`config.mk`:
```
export PLATFORM = sky130hd
export DESIGN_NAME = imem_boot_loader_flat
export DESIGN_NICKNAME = d
export VERILOG_FILES = /design/src/rtl/imem_boot_loader_if.sv /design/src/rtl/imem_boot_loader.sv /design/src/flat_wrapper.sv
export SDC_FILE = /design/constraint.sdc
export NUM_CORES = 1
export LEC_CHECK = 0
export CORE_ASPECT_RATIO = 1.25
export CORE_MARGIN = 2
export CORE_UTILIZATION = 49
export CTS_CLUSTER_DIAMETER = 60
export DETAILED_ROUTE_END_ITERATION = 8
export GPL_TIMING_DRIVEN = 0
export PLACE_DENSITY = 0.74
export SLEW_MARGIN = 20
export SYNTH_ARGS = -nofsm -noshare
export SYNTH_HDL_FRONTEND = slang
export SYNTH_SLANG_ARGS = --single-unit
```
`constraint.sdc`:
```
create_clock -name clk_i -period 17.5 [get_ports clk_i]
set_clock_uncertainty 0.05 [all_clocks]
set_input_delay 3.5 -clock clk_i [delete_from_list [all_inputs] [get_ports clk_i]]
set_output_delay 3.5 -clock clk_i [all_outputs]
set_load 0.01 [all_outputs]
```
`src/rtl/imem_boot_loader_if.sv`:
```
// imem_boot_loader_if
//   Groups the instruction-word stream handshake and the instruction memory
//   write port of imem_boot_loader.
//   master : loader side (consumes the word stream, drives the memory port)
//   slave  : environment side (program source + instruction memory)
//   word_i/word_valid_i/word_ready_o : 32-bit word stream, valid/ready
//   loadData_o/loadAddr_o/wrEn_o     : memory write data, byte address, strobe
interface imem_boot_loader_if;
  logic [31:0] word_i;
  logic        word_valid_i;
  logic        word_ready_o;
  logic [31:0] loadData_o;
  logic [63:0] loadAddr_o;
  logic        wrEn_o;

  modport master (
    input  word_i, word_valid_i,
    output word_ready_o, loadData_o, loadAddr_o, wrEn_o
  );

  modport slave (
    output word_i, word_valid_i,
    input  word_ready_o, loadData_o, loadAddr_o, wrEn_o
  );
endinterface

```
`src/rtl/imem_boot_loader.sv`:
```
// imem_boot_loader
//   Boot-time loader and run controller for the byte-addressed instruction
//   memory. Accepts len_i words over the bus word stream, writes them to
//   sequential word addresses starting at BASE_ADDR, holds the core while
//   loading and releases it (core_run_o) once the last word is written.
// Ports:
//   clk_i, rst_i      : clock, asynchronous active-high reset
//   start_i, len_i    : load request and word count (sampled in IDLE/RUN/ERR)
//   bus               : word stream + memory write port (master modport)
//   core_run_o        : core enable
//   done_o            : one-cycle pulse on load completion
//   error_o           : sticky length-overflow flag
//   words_loaded_o    : words written in the current/last load
module imem_boot_loader #(
  parameter int unsigned MEM_BYTES = 4096,
  parameter int unsigned BASE_ADDR = 0,
  parameter int unsigned LEN_W     = $clog2(MEM_BYTES/4) + 1
) (
  input  logic                 clk_i,
  input  logic                 rst_i,
  input  logic                 start_i,
  input  logic [LEN_W-1:0]     len_i,
  imem_boot_loader_if.master   bus,
  output logic                 core_run_o,
  output logic                 done_o,
  output logic                 error_o,
  output logic [LEN_W-1:0]     words_loaded_o
);

  typedef enum logic [2:0] {
    S_IDLE,
    S_LOAD,
    S_FLUSH,
    S_RUN,
    S_ERR
  } state_t;

  state_t            state_q, state_d;
  logic [63:0]       addr_q, addr_d;
  logic [LEN_W-1:0]  len_q, len_d;
  logic [LEN_W-1:0]  words_loaded_q, words_loaded_d;
  logic [31:0]       load_data_q, load_data_d;
  logic [63:0]       load_addr_q, load_addr_d;
  logic              wr_en_q, wr_en_d;
  logic              done_q, done_d;
  logic              error_q, error_d;

  // End-of-load byte address computed two bits wider than the address so the
  // overflow test can never wrap.
  logic [65:0]       end_byte;
  logic              overflow;
  logic [LEN_W-1:0]  words_inc;

  assign end_byte  = 66'(BASE_ADDR) + (66'(len_i) << 2);
  assign overflow  = end_byte > 66'(MEM_BYTES);
  assign words_inc = words_loaded_q + LEN_W'(1);

  always_ff @(posedge clk_i or posedge rst_i) begin
    if (rst_i) begin
      state_q        <= S_IDLE;
      addr_q         <= '0;
      len_q          <= '0;
      words_loaded_q <= '0;
      load_data_q    <= '0;
      load_addr_q    <= '0;
      wr_en_q        <= 1'b0;
      done_q         <= 1'b0;
      error_q        <= 1'b0;
    end else begin
      state_q        <= state_d;
      addr_q         <= addr_d;
      len_q          <= len_d;
      words_loaded_q <= words_loaded_d;
      load_data_q    <= load_data_d;
      load_addr_q    <= load_addr_d;
      wr_en_q        <= wr_en_d;
      done_q         <= done_d;
      error_q        <= error_d;
    end
  end

  always_comb begin
    state_d        = state_q;
    addr_d         = addr_q;
    len_d          = len_q;
    words_loaded_d = words_loaded_q;
    load_data_d    = load_data_q;
    load_addr_d    = load_addr_q;
    wr_en_d        = 1'b0;
    done_d         = 1'b0;
    error_d        = error_q;

    unique case (state_q)
      S_IDLE, S_RUN, S_ERR: begin
        if (start_i) begin
          if (overflow) begin
            state_d = S_ERR;
            error_d = 1'b1;
          end else if (len_i == '0) begin
            state_d = S_RUN;
            done_d  = 1'b1;
            error_d = 1'b0;
          end else begin
            state_d        = S_LOAD;
            addr_d         = 64'(BASE_ADDR);
            len_d          = len_i;
            words_loaded_d = '0;
            error_d        = 1'b0;
          end
        end
      end
      S_LOAD: begin
        // word_ready_o is high throughout LOAD, so valid alone is a handshake.
        if (bus.word_valid_i) begin
          load_data_d    = bus.word_i;
          load_addr_d    = addr_q;
          wr_en_d        = 1'b1;
          addr_d         = addr_q + 64'd4;
          words_loaded_d = words_inc;
          if (words_inc == len_q) state_d = S_FLUSH;
        end
      end
      S_FLUSH: begin
        state_d = S_RUN;
        done_d  = 1'b1;
      end
      default: state_d = S_IDLE;
    endcase
  end

  assign bus.word_ready_o = (state_q == S_LOAD);
  assign bus.loadData_o   = load_data_q;
  assign bus.loadAddr_o   = load_addr_q;
  assign bus.wrEn_o       = wr_en_q;
  assign core_run_o       = (state_q == S_RUN);
  assign done_o           = done_q;
  assign error_o          = error_q;
  assign words_loaded_o   = words_loaded_q;

endmodule
```
`src/flat_wrapper.sv`:
```
// flat-port wrapper written by rule: the top's interface ports become plain ports
module imem_boot_loader_flat 
#(
  parameter int unsigned MEM_BYTES = 4096,
  parameter int unsigned BASE_ADDR = 0,
  parameter int unsigned LEN_W     = $clog2(MEM_BYTES/4) + 1
)
  (clk_i, rst_i, start_i, len_i, core_run_o, done_o, error_o, words_loaded_o, bus_word_i, bus_word_valid_i, bus_word_ready_o, bus_loadData_o, bus_loadAddr_o, bus_wrEn_o);
  imem_boot_loader_if bus_i ();
  input  logic clk_i;
  input  logic rst_i;
  input  logic start_i;
  input  logic [LEN_W-1:0] len_i;
  output logic core_run_o;
  output logic done_o;
  output logic error_o;
  output logic [LEN_W-1:0] words_loaded_o;
  input wire logic [$bits(bus_i.word_i)-1:0] bus_word_i;
  input wire logic [$bits(bus_i.word_valid_i)-1:0] bus_word_valid_i;
  output wire logic [$bits(bus_i.word_ready_o)-1:0] bus_word_ready_o;
  output wire logic [$bits(bus_i.loadData_o)-1:0] bus_loadData_o;
  output wire logic [$bits(bus_i.loadAddr_o)-1:0] bus_loadAddr_o;
  output wire logic [$bits(bus_i.wrEn_o)-1:0] bus_wrEn_o;
  assign bus_i.word_i = bus_word_i;
  assign bus_i.word_valid_i = bus_word_valid_i;
  assign bus_word_ready_o = bus_i.word_ready_o;
  assign bus_loadData_o = bus_i.loadData_o;
  assign bus_loadAddr_o = bus_i.loadAddr_o;
  assign bus_wrEn_o = bus_i.wrEn_o;
  imem_boot_loader #(.MEM_BYTES(MEM_BYTES), .BASE_ADDR(BASE_ADDR), .LEN_W(LEN_W)) u_core (.clk_i(clk_i), .rst_i(rst_i), .start_i(start_i), .len_i(len_i), .bus(bus_i), .core_run_o(core_run_o), .done_o(done_o), .error_o(error_o), .words_loaded_o(words_loaded_o));
endmodule
```
==> results of run 1 <==
[critical path, cell delays in order]
cell and delay (ns):
clkdlybuf4s50_1 0.49, nand4bb_1 0.31, inv_1 0.22, clkbuf_1 0.47
clkbuf_1 0.50, buf_1 0.47, nand2_1 0.12, nand2_1 0.08
[cells in the final DEF, fill, tap and decap left out, types with 3 or more instances in the layout]
cell	netlist	final
nor3_1	31	31
xor2_1	22	22
nand3_1	22	22
a21oi_1	15	15
dfrtp_1	184	184
o21ai_0	32	32
bufinv_16	0	3
o21ai_1	10	10
o31ai_1	3	3
clkbuf_16	0	17
a21o_1	3	3
inv_1	11	10
nor2_1	76	76
nand2_1	309	309
buf_6	3	3
clkdlybuf4s50_1	0	156
nor4_1	5	5
or2_2	3	3
and3_1	7	7
nor3b_1	3	3
buf_4	9	9
nand4_1	28	28
buf_1	3	3
mux2_2	10	10
buf_2	7	7
xnor2_1	37	37
clkbuf_1	24	25
nand2b_1	5	5
or3_1	12	12
and4_1	4	4
clkbuf_8	0	4
[kinds of logic (layout without fill, tap and decap cells)]
kind of cell               count (synthesis)  after routing  share of synthesized area
and+or+nand+nor                          527            527                      0.284
DFF                                      184            184                      0.548
AOI/OAI and AO/OA                         79             79                     0.0565
xor gates and xnor gates                  59             59                     0.0615
buffers and inverters                     57            247                     0.0332
muxes                                     10             10                     0.0134
adders and majority gates                  2              2                    0.00298
other                                      1              2                   0.000447
[power by group through the flow]
stage	Combinational, mW	Clock (mW)	Sequential (mW)
after floorplan	0.189	0	0.553
after global placement	0.371	0	0.539
after detailed placement	0.379	0	0.541
after CTS	0.382	0.410	0.534
after global routing	0.417	0.427	0.543
final	0.377	0.402	0.534
[metrics by stage]
step,util,setup WS [ns]
after floorplan,-,8.95
after global placement,0.610,6.50
after detailed placement,0.614,11.22
after CTS,0.651,11.64
after global routing,0.651,11.40
final,0.651,11.63
[worst paths after layout]
check | endpoint | slack (ns) | startpoint
setup / recovery | u_core.bus.loadAddr_o[62]$_DFFE_PP0P_ | 11.63 | bus_word_valid_i
hold / removal | u_core.bus.loadAddr_o[9]$_DFFE_PP0P_ | 0.42 | u_core.bus.loadAddr_o[9]$_DFFE_PP0P_
setup reg to reg | u_core.bus.loadAddr_o[62]$_DFFE_PP0P_ | 14.60 | u_core.state_q[1]$_DFFE_PP0P_
hold reg to reg | u_core.bus.loadAddr_o[9]$_DFFE_PP0P_ | 0.42 | u_core.bus.loadAddr_o[9]$_DFFE_PP0P_
max in group asynchronous | u_core.bus.loadData_o[10]$_DFFE_PP0P_ | 13.00 | rst_i
min in group asynchronous | u_core.error_o$_DFFE_PP0P_ | 3.39 | rst_i
[layer usage]
metal | wire, µm | GRT usage
met5 | 0 | 0
met4 | 359 | 0.0744
met3 | 979 | 0.0473
met2 | 10500 | 0.398
met1 | 8750 | 0.309
[state kept, by name, summed over array words and instances (netlist names)]
register               flops
u_core.addr_q             62
u_core.bus.loadAddr_o     62
u_core.bus.loadData_o     32
u_core.len_q              11
u_core.words_loaded_o     11
u_core.state_q             3
u_core.bus.wrEn_o          1
u_core.done_o              1
u_core.error_o             1
[cell type report]
class	count	share of cell area
tap	220	0.0252
buffer	46	0.0218
multi-input combinational	679	0.322
sequential	184	0.421
clock buffer	22	0.0443
inverter	11	0.00447
clock inverter	10	0.0129
timing repair buffer	158	0.148
==> results.json, run 1 <==
{
  "drt_iter0_markers": 460,
  "yosysMostFrequentCell": "nand2_1",
  "dr.pass1.iters": 5,
  "max_freq_mhz": 170,
  "grt_usage": 0.237,
  "ys_top_cells_by_count": "nand2_1 (309), dfrtp_1 (184), nor2_1 (76)",
  "swShare": 0.315,
  "peakVddDrop_mv": 0.0809,
  "drc": 0,
  "final_antenna_net_count": 0,
  "synthDominantCellAreaShare": 0.548,
  "cts_buffers": 17,
  "layout.cells.non_filler": 1330,
  "period_minus_slack_ns": 5.87,
  "power_mw": 1.31,
  "grt-ovfl-total": 0,
  "drt_wl_total_um": 20600,
  "fin_hold_ws_ns": 0.424,
  "cp-start-kind": "input pin",
  "final_area_um2": 10900,
  "p_per_area_nw_per_um2": 120,
  "grt_max_degree": 81,
  "wl_per_cell_um": 15.5,
  "core_region_area_um2": 16800,
  "multi_input_area_um2": 3520,
  "die-area_um2": 18200,
  "status": "finished, final reports clean",
  "p_int_uw": 899,
  "hold_viol": 0,
  "crit_arrival_ns": 6.18,
  "ys_async_sr_fraction": 1.00,
  "worstPathMaxFanout": 10,
  "die_height_um": 150,
  "clock_power_share": 0.306,
  "p_sw_uw": 414,
  "syn_to_final_growth_pct": 30.1,
  "relSlewSlack": 0.520,
  "clk_latency_ns": 0.43,
  "dpl_cell_area_um2": 10300,
  "synth_cells": 919,
  "first_global_vias": 6875,
  "tightest_slew_ns": 0.721,
  "cts-htree-levels": 4,
  "maxCapViolations": 0,
  "cts_tree": "done",
  "syn_avg_cell_area_um2": 9.14,
  "post_drt_via_cell_ratio": 5.27,
  "rsz0062_at_grt": "false",
  "clock_path_buffers": 2,
  "root_buffer": "clkbuf_16",
  "synth_warnings": 0,
  "fin_tns_setup_ns": 0,
  "slew_viol_final": 0,
  "clock-sinks": 184,
  "crit_type": "in2reg",
  "synth_area_leader_cell": "dfrtp_1",
  "min_path_cells": 2,
  "netlist_top_cells_area": "dfrtp_1 (55%), nand2_1 (14%), xnor2_1 (3.9%)",
  "ys_types": 60,
  "ff_latch_area_um2": 4600,
  "fin_crit_sh": 0.336,
  "routabilityCongestion": 0.852,
  "hp-class": "reg2reg",
  "cts_setup_buffers": 0,
  "synth_flop_cell": "dfrtp_1",
  "post_cts_resized": 0,
  "cp.required_ns": 17.81,
  "fill_cells": 1404,
  "power_frac_comb": 0.287,
  "critPathCaptureType": "register",
  "start_util": 0.501,
  "die_w_um": 121,
  "final_nets": 1146,
  "seq_area_frac_synth": 0.548,
  "synth-edff-count": 0,
  "io_pins": 159,
  "ys_ff_latch": 184,
  "grt_pass1_wl_um": 34200,
  "hpwl_um": 14800,
  "clk_pin_slew_worst_paths_ns": 0.06,
  "reg2reg_depth": 8,
  "num_vias": 7007,
  "n_antenna_cell": 0,
  "cts_hold_buf": 0,
  "p_leak_nw": 5.02,
  "layout-drive-gt1-share": 0.0730,
  "antenna_found_initial": 0,
  "dp.cells": 1298,
  "setup_violations": 0,
  "p_seq_frac": 0.407,
  "io_buffers": 156,
  "rows": 53,
  "synth_area_um2": 8400
}
(Power assumes the default switching activity.)
==> inputs of run 2 (changes only) <==
==> constraint.sdc (replaced) <==
create_clock -name clk_i -period 5.65 [get_ports clk_i]
set_clock_uncertainty 0.05 [all_clocks]
set_input_delay 1.13 -clock clk_i [delete_from_list [all_inputs] [get_ports clk_i]]
set_output_delay 1.13 -clock clk_i [all_outputs]
set_load 0.01 [all_outputs]
==> run 2 against run 1 <==
Compared with the run above: critical path depth is the same; sequential share of layout area shrank 0.40 points; die area is the same; power grew to 3.2 times the previous value; sequential power grew to 3.1 times the previous value; flip-flop and latch count is the same; largest cell class unchanged; largest power group unchanged.
==> results.json, run 2 (synthesis results as in run 1) <==
{
  "die_height_um": 150,
  "power_frac_comb": 0.284,
  "p_sw_mw": 1.27,
  "post_cts_resized": 0,
  "cp.required_ns": 5.96,
  "peakVddDrop_mv": 0.239,
  "period_minus_slack_ns": 3.54,
  "max_freq_mhz": 283,
  "final_nets": 1150,
  "min_path_cells": 2,
  "routabilityCongestion": 0.815,
  "status": "finished, final reports clean",
  "post_drt_via_cell_ratio": 5.27,
  "clock_path_buffers": 2,
  "first_global_vias": 6929,
  "p_seq_frac": 0.399,
  "final_common_cell": "nand2_1",
  "layout_common_cells": "nand2_1 (309), dfrtp_1 (184), clkdlybuf4s50_1 (156), nor2_1 (76), xnor2_1 (37)",
  "relSlewSlack": 0.539,
  "wl_per_cell_um": 15.6,
  "grt_usage": 0.240,
  "drt_iter0_markers": 619,
  "hpwl_um": 15100,
  "crit_arrival_ns": 3.84,
  "die-area_um2": 18200,
  "reg2reg_depth": 8,
  "dr.pass1.iters": 7,
  "syn_to_final_growth_pct": 31.4,
  "hp-class": "reg2reg",
  "cts_hold_buf": 0,
  "dp.cells": 1302,
  "num_vias": 7028,
  "fill_cells": 1386,
  "drc": 0,
  "cts_buffers": 17,
  "root_buffer": "clkbuf_16",
  "p_per_area_nw_per_um2": 375,
  "clk_pin_slew_worst_paths_ns": 0.06,
  "p_int_mw": 2.87,
  "hold_start": "u_core.bus.loadAddr_o[58]$_DFFE_PP0P_",
  "worstPathMaxFanout": 10,
  "maxCapViolations": 0,
  "clk_latency_ns": 0.42,
  "die_w_um": 121,
  "tightest_slew_ns": 0.691,
  "crit_type": "in2reg",
  "reg2reg_slack_ns": 2.74,
  "clock-sinks": 184,
  "layout-drive-gt1-share": 0.0754,
  "cts-htree-levels": 4,
  "grt_max_degree": 34,
  "swShare": 0.307,
  "grt-ovfl-total": 0,
  "clock_power_share": 0.317,
  "r2r-start": "u_core.state_q[1]$_DFFE_PP0P_",
  "r2r_end": "u_core.bus.loadData_o[5]$_DFFE_PP0P_",
  "drt_wl_total_um": 20800,
  "hold_viol": 0,
  "antenna_found_initial": 0,
  "setup_violations": 0,
  "rsz0062_at_grt": "false",
  "critPathCaptureType": "register",
  "fin_tns_setup_ns": 0,
  "final_antenna_net_count": 0,
  "start_util": 0.501,
  "min_to": "u_core.bus.loadAddr_o[58]$_DFFE_PP0P_",
  "slew_viol_final": 0,
  "p_leak_nw": 5.07,
  "grt_pass1_wl_um": 34500,
  "rows": 53,
  "io_pins": 159,
  "fin_crit_sh": 0.626,
  "cp-start-kind": "input pin",
  "core_region_area_um2": 16800,
  "layout.cells.non_filler": 1334,
  "n_antenna_cell": 0,
  "io_buffers": 156,
  "cts_setup_buffers": 0,
  "cts_tree": "done"
}
## run 2: how the worst max path moves through the flow
stage	startpoint	end	slack (ns)	depth (start not counted)
finish	bus_word_valid_i	u_core.bus.loadData_o[5]$_DFFE_PP0P_	2.11	8
floorplan	rst_i	u_core.addr_q[10]$_DFFE_PP0P_	2.11	1
global route	bus_word_valid_i	u_core.bus.loadData_o[1]$_DFFE_PP0P_	1.95	8
global placement	rst_i	u_core.bus.loadData_o[24]$_DFFE_PP0P_	0.57	2
detailed placement	bus_word_valid_i	u_core.bus.loadData_o[5]$_DFFE_PP0P_	1.70	8
CTS	bus_word_valid_i	u_core.bus.loadData_o[3]$_DFFE_PP0P_	2.15	8
## run 2: worst max-delay path, stage by stage
cell	delay [ns]
clkdlybuf4s50_1	0.50
nand4bb_1	0.30
inv_1	0.22
clkbuf_1	0.50
clkbuf_1	0.50
buf_1	0.47
nand2_1	0.12
nand2_1	0.08
## run 2: stage by stage
step / cell area, µm² / hold WS (ns) / utilization / power [mW] / setup WS (ns)
floorplan: 8410 / 0.410 / - / 2.30 / 2.11
global placement: 10200 / 0.408 / 0.610 / 2.82 / 0.572
detailed placement: 10400 / 0.411 / 0.618 / 2.86 / 1.70
CTS: 11000 / 0.428 / 0.658 / 4.17 / 2.15
global route: 11000 / 0.441 / 0.658 / 4.35 / 1.95
finish: 11000 / 0.422 / 0.658 / 4.14 / 2.11
## run 2: power groups by stage
stage	sequential (mW)	combinational, mW	clock, mW
3_5_place_dp	1.67	1.18	0
5_1_grt	1.67	1.30	1.38
6_report	1.65	1.18	1.31
4_1_cts	1.65	1.19	1.33
2_1_floorplan	1.71	0.585	0
3_3_place_gp	1.67	1.15	0
## run 2: layout make-up
cell class / instances / area, µm² / area share
Timing Repair Buffer: 162 / 1690 / 0.153
Buffer: 46 / 238 / 0.0215
Clock buffer: 26 / 529 / 0.0480
Sequential cell: 184 / 4600 / 0.417
Inverter: 11 / 45.0 / 0.00408
Multi-Input combinational cell: 679 / 3520 / 0.319
Tap cell: 220 / 275 / 0.0250
Clock inverter: 6 / 133 / 0.0120
## run 2: per-layer routing
layer  vias up  routed length (µm)  GRT usage
met3        29                1130     0.0473
li1       3399                   -          -
met1      3401                8580      0.311
met5         -                   0          0
met4         0                 442     0.0860
met2       199               10600      0.400
==> inputs of run 3 (changes only) <==
--- a/config.mk
+++ b/config.mk
@@ -7,7 +7,7 @@
 export LEC_CHECK = 0
 export CORE_ASPECT_RATIO = 1.25
 export CORE_MARGIN = 2
-export CORE_UTILIZATION = 49
+export CORE_UTILIZATION = 47
 export CTS_CLUSTER_DIAMETER = 60
 export DETAILED_ROUTE_END_ITERATION = 8
 export GPL_TIMING_DRIVEN = 0
==> constraint.sdc (replaced) <==
create_clock -name clk_i -period 3.12 [get_ports clk_i]
set_clock_uncertainty 0.05 [all_clocks]
set_input_delay 0.624 -clock clk_i [delete_from_list [all_inputs] [get_ports clk_i]]
set_output_delay 0.624 -clock clk_i [all_outputs]
set_load 0.01 [all_outputs]
==> run 3 against run 2 <==
Compared with the run above: die area increased by 4.1%; worst hold slack improved by 0.0014 ns; critical endpoint is now u_core.bus.loadAddr_o[60]$_DFFE_PP0P_; clock power increased by 89%; sequential share of layout area down 0.099 points; first-iteration DRC count down 32%; clock-buffer cell count shrank 8; core utilization shrank 2.6 points; cell area is 0.24% higher; sequential power increased by 81%; critical path depth is the same; largest power group unchanged; register-to-register slack got worse by 2.4 ns; largest cell class unchanged.
==> results.json, run 3 (synthesis results as in run 1) <==
{
  "status": "finished, final reports clean",
  "crit_type": "in2reg",
  "grt_max_degree": 34,
  "grt-ovfl-total": 0,
  "layout-drive-gt1-share": 0.0772,
  "cts-htree-levels": 4,
  "die_height_um": 153,
  "num_vias": 7016,
  "period_minus_slack_ns": 2.87,
  "routabilityCongestion": 0.836,
  "peakVddDrop_mv": 0.422,
  "p_sw_mw": 2.35,
  "fill_cells": 1486,
  "swShare": 0.310,
  "cts_tree": "done",
  "p_int_mw": 5.23,
  "cp-start-kind": "input pin",
  "hp-class": "reg2reg",
  "relSlewSlack": 0.552,
  "wl_per_cell_um": 15.6,
  "io_buffers": 156,
  "clk_pin_slew_worst_paths_ns": 0.07,
  "drt_wl_total_um": 20800,
  "cts_hold_buf": 0,
  "setup_violations": 0,
  "die-area_um2": 19000,
  "final_common_cell": "nand2_1",
  "p_seq_frac": 0.394,
  "clock_power_share": 0.326,
  "cts_setup_buffers": 0,
  "clock-sinks": 184,
  "power_mw": 7.59,
  "grt_usage": 0.232,
  "drc": 0,
  "hold_viol": 0,
  "root_buffer": "clkbuf_16",
  "critPathCaptureType": "register",
  "slew_viol_final": 0,
  "rows": 54,
  "cp.required_ns": 3.44,
  "place_ws_ns": -0.233,
  "post_drt_via_cell_ratio": 5.24,
  "final_nets": 1150,
  "start_util": 0.480,
  "dr.pass1.iters": 6,
  "multi_input_area_um2": 3520,
  "hpwl_um": 15100,
  "die_w_um": 124,
  "final_antenna_net_count": 0,
  "worstPathMaxFanout": 10,
  "rsz0062_at_grt": "false",
  "cts_buffers": 17,
  "layout_common_cells": "nand2_1 (309), dfrtp_1 (184), clkdlybuf4s50_1 (156), nor2_1 (76), xnor2_1 (37)",
  "grt_pass1_wl_um": 34500,
  "syn_to_final_growth_pct": 31.7,
  "antenna_found_initial": 0,
  "n_antenna_cell": 0,
  "crit_arrival_ns": 3.19,
  "first_global_vias": 6822,
  "drt_iter0_markers": 418,
  "ff_latch_area_um2": 4600,
  "clk_latency_ns": 0.43,
  "tightest_slew_ns": 0.672,
  "post_cts_resized": 0,
  "maxCapViolations": 0,
  "io_pins": 159,
  "core_region_area_um2": 17500,
  "p_per_area_nw_per_um2": 686,
  "p_leak_nw": 5.08,
  "power_frac_comb": 0.280,
  "clock_path_buffers": 2,
  "fin_crit_sh": 0.921,
  "setup_ws_ns": 0.247,
  "max_freq_mhz": 348
}
==> run 3: final cells by class <==
| type | instances | area share |
|---|---|---|
| Multi-Input combinational cell | 679 | 0.318 |
| Tap cell | 224 | 0.0253 |
| Inverter | 11 | 0.00407 |
| Sequential cell | 184 | 0.416 |
| Timing Repair Buffer | 162 | 0.153 |
| Clock inverter | 14 | 0.0221 |
| Buffer | 46 | 0.0215 |
| Clock buffer | 18 | 0.0397 |
==> run 3: worst max-delay path, cell delays in order <==
cell and delay (ns):
clkdlybuf4s50_1 0.49, nand4bb_1 0.28, inv_1 0.22, clkbuf_1 0.48
clkbuf_1 0.44, buf_1 0.44, nand2_1 0.13, nand2_1 0.07
==> run 3: through the flow <==
| stage | utilization | cells | hold slack (ns) | setup TNS (ns) | cell area [µm²] |
|---|---|---|---|---|---|
| after global routing | 0.632 | 1338 | 0.446 | 0 | 11100 |
| after global placement | 0.586 | 1300 | 0.408 | -269.47 | 10200 |
| after floorplan | - | 920 | 0.410 | 0 | 8410 |
| after CTS | 0.632 | 1338 | 0.427 | 0 | 11100 |
| final | 0.632 | 1338 | 0.423 | 0 | 11100 |
| after detailed placement | 0.593 | 1306 | 0.411 | -4.09 | 10400 |
==> run 3: path summary, 6_finish.rpt <==
path,endpoint,start,cells past startpoint,slack (ns)
worst max-delay path,u_core.bus.loadAddr_o[60]$_DFFE_PP0P_,bus_word_valid_i,8,0.25
worst min-delay path,u_core.bus.loadAddr_o[8]$_DFFE_PP0P_,u_core.bus.loadAddr_o[8]$_DFFE_PP0P_,2,0.42
worst max register to register,u_core.bus.loadAddr_o[60]$_DFFE_PP0P_,u_core.state_q[1]$_DFFE_PP0P_,8,0.34
worst min register to register,u_core.bus.loadAddr_o[8]$_DFFE_PP0P_,u_core.bus.loadAddr_o[8]$_DFFE_PP0P_,2,0.42
max in group asynchronous,u_core.bus.loadAddr_o[44]$_DFFE_PP0P_,rst_i,6,1.37
min in group asynchronous,u_core.error_o$_DFFE_PP0P_,rst_i,2,0.51
==> run 3: per-layer routing <==
layer,up-vias,wire (µm),track usage
met5,-,0,0
met4,0,532,0.0785
met3,30,916,0.0485
met2,188,10300,0.380
met1,3393,9100,0.304
li1,3405,-,-
==> run 3: power by group through the flow <==
stage	clock network [mW]	registers, mW	logic (mW)
floorplan	0	3.10	1.06
global placement	0	3.02	2.08
detailed placement	0	3.03	2.14
CTS	2.52	2.99	2.15
global route	2.62	3.04	2.34
finish	2.47	2.99	2.12
==> variant 1 (settings of run 3) <==
Take the reset off `load_data_q` and load it in a clocked block of its own.
--- a/src/rtl/imem_boot_loader.sv
+++ b/src/rtl/imem_boot_loader.sv
@@ -63,3 +63,2 @@
       words_loaded_q <= '0;
-      load_data_q    <= '0;
       load_addr_q    <= '0;
@@ -73,3 +72,2 @@
       words_loaded_q <= words_loaded_d;
-      load_data_q    <= load_data_d;
       load_addr_q    <= load_addr_d;
@@ -79,2 +77,6 @@
     end
+  end
+
+  always_ff @(posedge clk_i) begin
+    load_data_q <= load_data_d;
   end
Check against the original RTL: differs if rst_i is asserted again (counterexample within 4 cycles, from zero or initial values and one cycle with rst_i high); with rst_i held inactive, the same outputs for 4 cycles.
==> variant 1 against run 3 <==
- first-iteration DRC count rose by 19%
- highest routed layer unchanged
- area after synthesis fell by 2.9%
- routed wire length fell by 0.37%
- sequential cell count did not move
- cell area fell by 3.2%
- worst setup slack got worse by 0.18 ns
- largest cell class unchanged
Power is not compared: it rests on default switching activity, and its combinational part moved more than twofold at a synthesized area within 25%.
==> variant 1: results (changes against run 3) <==
run_status:
  status: "finished clean"
synthesis:
  synth.area.top_cells: "dfrtp_1 (47%), edfxtp_1 (12%), nand2_1 (11%)"
  synth_top_cells_by_count: "nand2_1 (246), dfrtp_1 (152), o21ai_0 (42)"
  ys_types: 54  # -10%
  synth_edf_count: 32  # +32
min_path:
  hold_end: "u_core.bus.loadAddr_o[50]"
  hold_start: "u_core.bus.loadAddr_o[50]"
final_layout:
  finalNetCount: 1068  # -7.1%
  fin_util_pct: 63.3  # +0.13 points
  drive_above_1_share_pct: 5.72  # -2.0 points
clock_tree:
  ctsResizeCount: 1  # +1
route:
  avgRoutedWirePerCell_um: 16.6  # +6.5%
  wl_met1_mm: 8.57  # -5.8%
  dr.pass1.iters: 5  # -1
  viasPerCell: 5.56  # +6.0%
sta:
  tightest_slew_ns: 0.813  # +0.142 ns
  whs_ns: 0.424  # +0.00150 ns
worst_setup_path:
  cpPeakStageDelay_ns: 0.64  # +0.15 ns
  reg2reg_slack_ns: 0.24  # -0.10 ns
  cp-endpoint: "u_core.bus.loadData_o[24]"
  reg2reg_depth: 6  # -2
place:
  dp.cells: 1220  # -6.6%
  post-place-ws_ns: -0.487  # -0.254 ns
  placed_area_um2: 10100  # -2.4%
  gp_congestion: 0.859  # +2.7%
grt:
  grt_usage_pct: 23.3  # +0.098 points
  use_met2_pct: 38.3  # +0.28 points
  grt_pass1_wl_mm: 33.6  # -2.7%
  use_met3_pct: 5.08  # +0.23 points
-- variant 1: cell count changes after synthesis, sizes merged, moves of 10 or more --
cell,delta
a21oi,+23
buf,-12
dfrtp,-32
edfxtp,+32
nand2,-63
nor2,-36
nor3,-24
o31ai,+13
or4,+10
xnor2,-22
-- variant 1: where the power goes --
group / total [W] / internal [W] / switching, W
logic: 0.000815 / 0.000386 / 0.000429
clock network: 0.00205 / 0.00105 / 0.000998
registers: 0.00277 / 0.00262 / 0.000154
-- variant 1: cell families after synthesis --
group,count (synthesis),synth area share (%)
adders and majority gates,2,0.307
AOI/OAI and AO/OA,122,8.94
DFF,184,58.4
xor gates and xnor gates,38,4.08
and+or+nand+nor,436,25.4
other,1,0.0460
buffers and inverters,52,2.58
muxes,2,0.261
-- variant 1: final cells by class --
class	instances	area share [%]
Clock buffer	17	3.97
Clock inverter	15	1.30
Timing Repair Buffer	162	15.8
Buffer	43	1.67
Multi-Input combinational cell	602	29.9
Sequential cell	184	44.5
Inverter	9	0.351
Tap cell	220	2.57
==> variant 2 (flow settings as in run 3) <==
Made on the original files. `MEM_BYTES` is set to 4096 in 2 places; all go to 8192.
--- a/src/rtl/imem_boot_loader.sv
+++ b/src/rtl/imem_boot_loader.sv
@@ -14,3 +14,3 @@
 module imem_boot_loader #(
-  parameter int unsigned MEM_BYTES = 4096,
+  parameter int unsigned MEM_BYTES = 8192,
   parameter int unsigned BASE_ADDR = 0,
--- a/src/flat_wrapper.sv
+++ b/src/flat_wrapper.sv
@@ -3,3 +3,3 @@
 #(
-  parameter int unsigned MEM_BYTES = 4096,
+  parameter int unsigned MEM_BYTES = 8192,
   parameter int unsigned BASE_ADDR = 0,
Ports: changed (resized len_i and words_loaded_o); port bits go from 159 to 161. No check against the original RTL was run, so the function may have changed too.
==> variant 2 against run 3 <==
- sequential cell count up 2
- worst setup slack improved by 0.017 ns
- area after synthesis fell by 0.54%
- synthesized cell count fell by 2.2%
- total power down 4.0%
- cell area fell by 0.77%
- routed wire length fell by 3.6%
- core utilization down 0.24 points
- critical path type unchanged
- largest power group unchanged
==> variant 2: results (changes against run 3) <==
clock_tree:
  ctsResizeCount: 0  # unchanged
  path_clk_slew_ns: 0.06
  cts_root_buf: "clkbuf_16"
  clk_path_buf_depth: 2  # unchanged
  cts_buffers: 17  # unchanged
  postCtsSetupRepairBufs: 0  # unchanged
  htree_levels: 4  # unchanged
  clk_latency_ns: 0.43  # about the same
pwr:
  ir_worst_vdd_v: 0.000383  # -9.3%
  p_leak_nw: 5.19  # +2.3%
sta:
  tightest_slew_ns: 0.649  # -0.0234 ns
  setup_ws_ns: 0.264  # +0.0174 ns
synthesis:
  ys_dominant_reg_cell: "dfrtp_1"
  yosysWarnings: 0  # unchanged
  synth_compound_area_share_pct: 3.85  # -1.8 points
  synth_top_cells_by_count: "nand2_1 (312), dfrtp_1 (186), nor2_1 (77)"
  synth-xor-area-share_pct: 7.97  # +1.8 points
  synth.area.top_cells: "dfrtp_1 (56%), nand2_1 (14%), xor2_1 (4.7%)"
  synthAdderAreaFrac_pct: 0.449  # +0.15 points
  synthArstFlopShare_pct: 100  # unchanged
  synth-seq-area-share_pct: 55.7  # +0.89 points
  ys_types: 51  # -15%
  muxShareOfSynthArea_pct: 1.62  # +0.28 points
grt:
  grt_usage_pct: 21.8  # -1.4 points
  grt_pass1_vias: 6471  # -5.1%
  grt_start_max_net_pins: 35  # +2.9%
  grt_pass1_wl_mm: 32.6  # -5.7%
  antenna_found_initial: 0  # unchanged
place:
  gp_congestion: 0.847  # +1.2%
  port_buffers: 158  # +1.3%
  post-place-ws_ns: -0.152  # +0.0813 ns
  hpwl_mm: 14.4  # -4.6%
worst_setup_path:
  cp-startpoint: "len_i[0]"
  cp-endpoint: "u_core.len_q[0]"
  timing.rr.start: "u_core.state_q[1]"
  cp_max_fo: 10  # unchanged
  reg2reg_depth: 8  # unchanged
  reg2reg_slack_ns: 0.49  # +0.15 ns
  arrival_ns: 3.11  # -0.08 ns
  r2r-end: "u_core.addr_q[45]"
final_layout:
  finalNetCount: 1134  # -1.4%
  drive_above_1_share_pct: 6.12  # -1.6 points
  final.fill_count: 1476  # -0.67%
  diodes: 0  # unchanged
min_path:
  hold_path.class: "reg2reg"
route:
  num_vias: 6806  # -3.0%
  drt_iter0_drc: 319  # -24%
  dr.pass1.iters: 5  # -1
  routed_wl_mm: 20.1  # -3.6%
floorplanning:
  die_x_um: 123  # -0.26%
run_status:
  status: "finished clean"
variant 2: worst min-delay path by stage:
stage,startpoint,to,slack (ns),cells past startpoint
detailed placement,u_core.bus.loadAddr_o[25],u_core.bus.loadAddr_o[25],0.41,2
finish,u_core.bus.loadAddr_o[2],u_core.bus.loadAddr_o[2],0.42,2
global placement,u_core.bus.loadData_o[22],u_core.bus.loadData_o[22],0.41,2
CTS,u_core.bus.loadAddr_o[12],u_core.bus.loadAddr_o[12],0.43,2
floorplan,u_core.addr_q[63],u_core.bus.loadAddr_o[63],0.41,2
global route,u_core.bus.loadAddr_o[63],u_core.bus.loadAddr_o[63],0.45,2
variant 2: routing by layer:
metal	global-route usage [%]	part of all wire, %	up-vias	routed length (um)
met2	36.7	51	192	10200
met4	7.41	1.8	0	369
met1	28.1	43	3297	8560
li1	-	-	3295	-
met5	0	0	-	0
met3	3.81	4.7	22	939
variant 2: report_power, final:
part           internal [W]  switching [W]
Clock               0.00137       0.000940
Sequential          0.00276       0.000256
Combinational      0.000891        0.00107
Total               0.00502        0.00226
variant 2: area by class of cell:
class / count / area, um^2 / area share, %
Tap cell: 224 / 280 / 2.55
Buffer: 46 / 228 / 2.08
Sequential cell: 186 / 4650 / 42.4
Clock inverter: 13 / 191 / 1.74
Multi-Input combinational cell: 661 / 3450 / 31.4
Timing Repair Buffer: 164 / 1700 / 15.5
Clock buffer: 18 / 439 / 4.00
Inverter: 7 / 30.0 / 0.274
variant 2: per-stage QoR:
stage / TNS, ns / power, W / hold slack, ns / cells / instance area, um^2
floorplan: 0 / 0.00409 / 0.410 / 900 / 8360
global placement: -281.78 / 0.00498 / 0.408 / 1282 / 10200
detailed placement: -5.45 / 0.00505 / 0.412 / 1288 / 10300
CTS: 0 / 0.00736 / 0.429 / 1319 / 11000
global route: 0 / 0.00768 / 0.449 / 1319 / 11000
finish: 0 / 0.00728 / 0.421 / 1319 / 11000
variant 2: cells by family after synthesis:
group | after synthesis
XOR/XNOR | 76
AO/OA/AOI/OAI | 53
AND/OR/NAND/NOR | 515
other | 1
adder cells (fa/ha/maj) | 3
buffers and inverters | 53
flip-flops | 186
multiplexers | 12
variant 2: critical path, stage by stage:
cell             delay, ns
clkdlybuf4s50_1       0.46
or4_1                 0.62
o31a_1                0.41
nor3_4                0.31
buf_2                 0.33
mux2_1                0.36
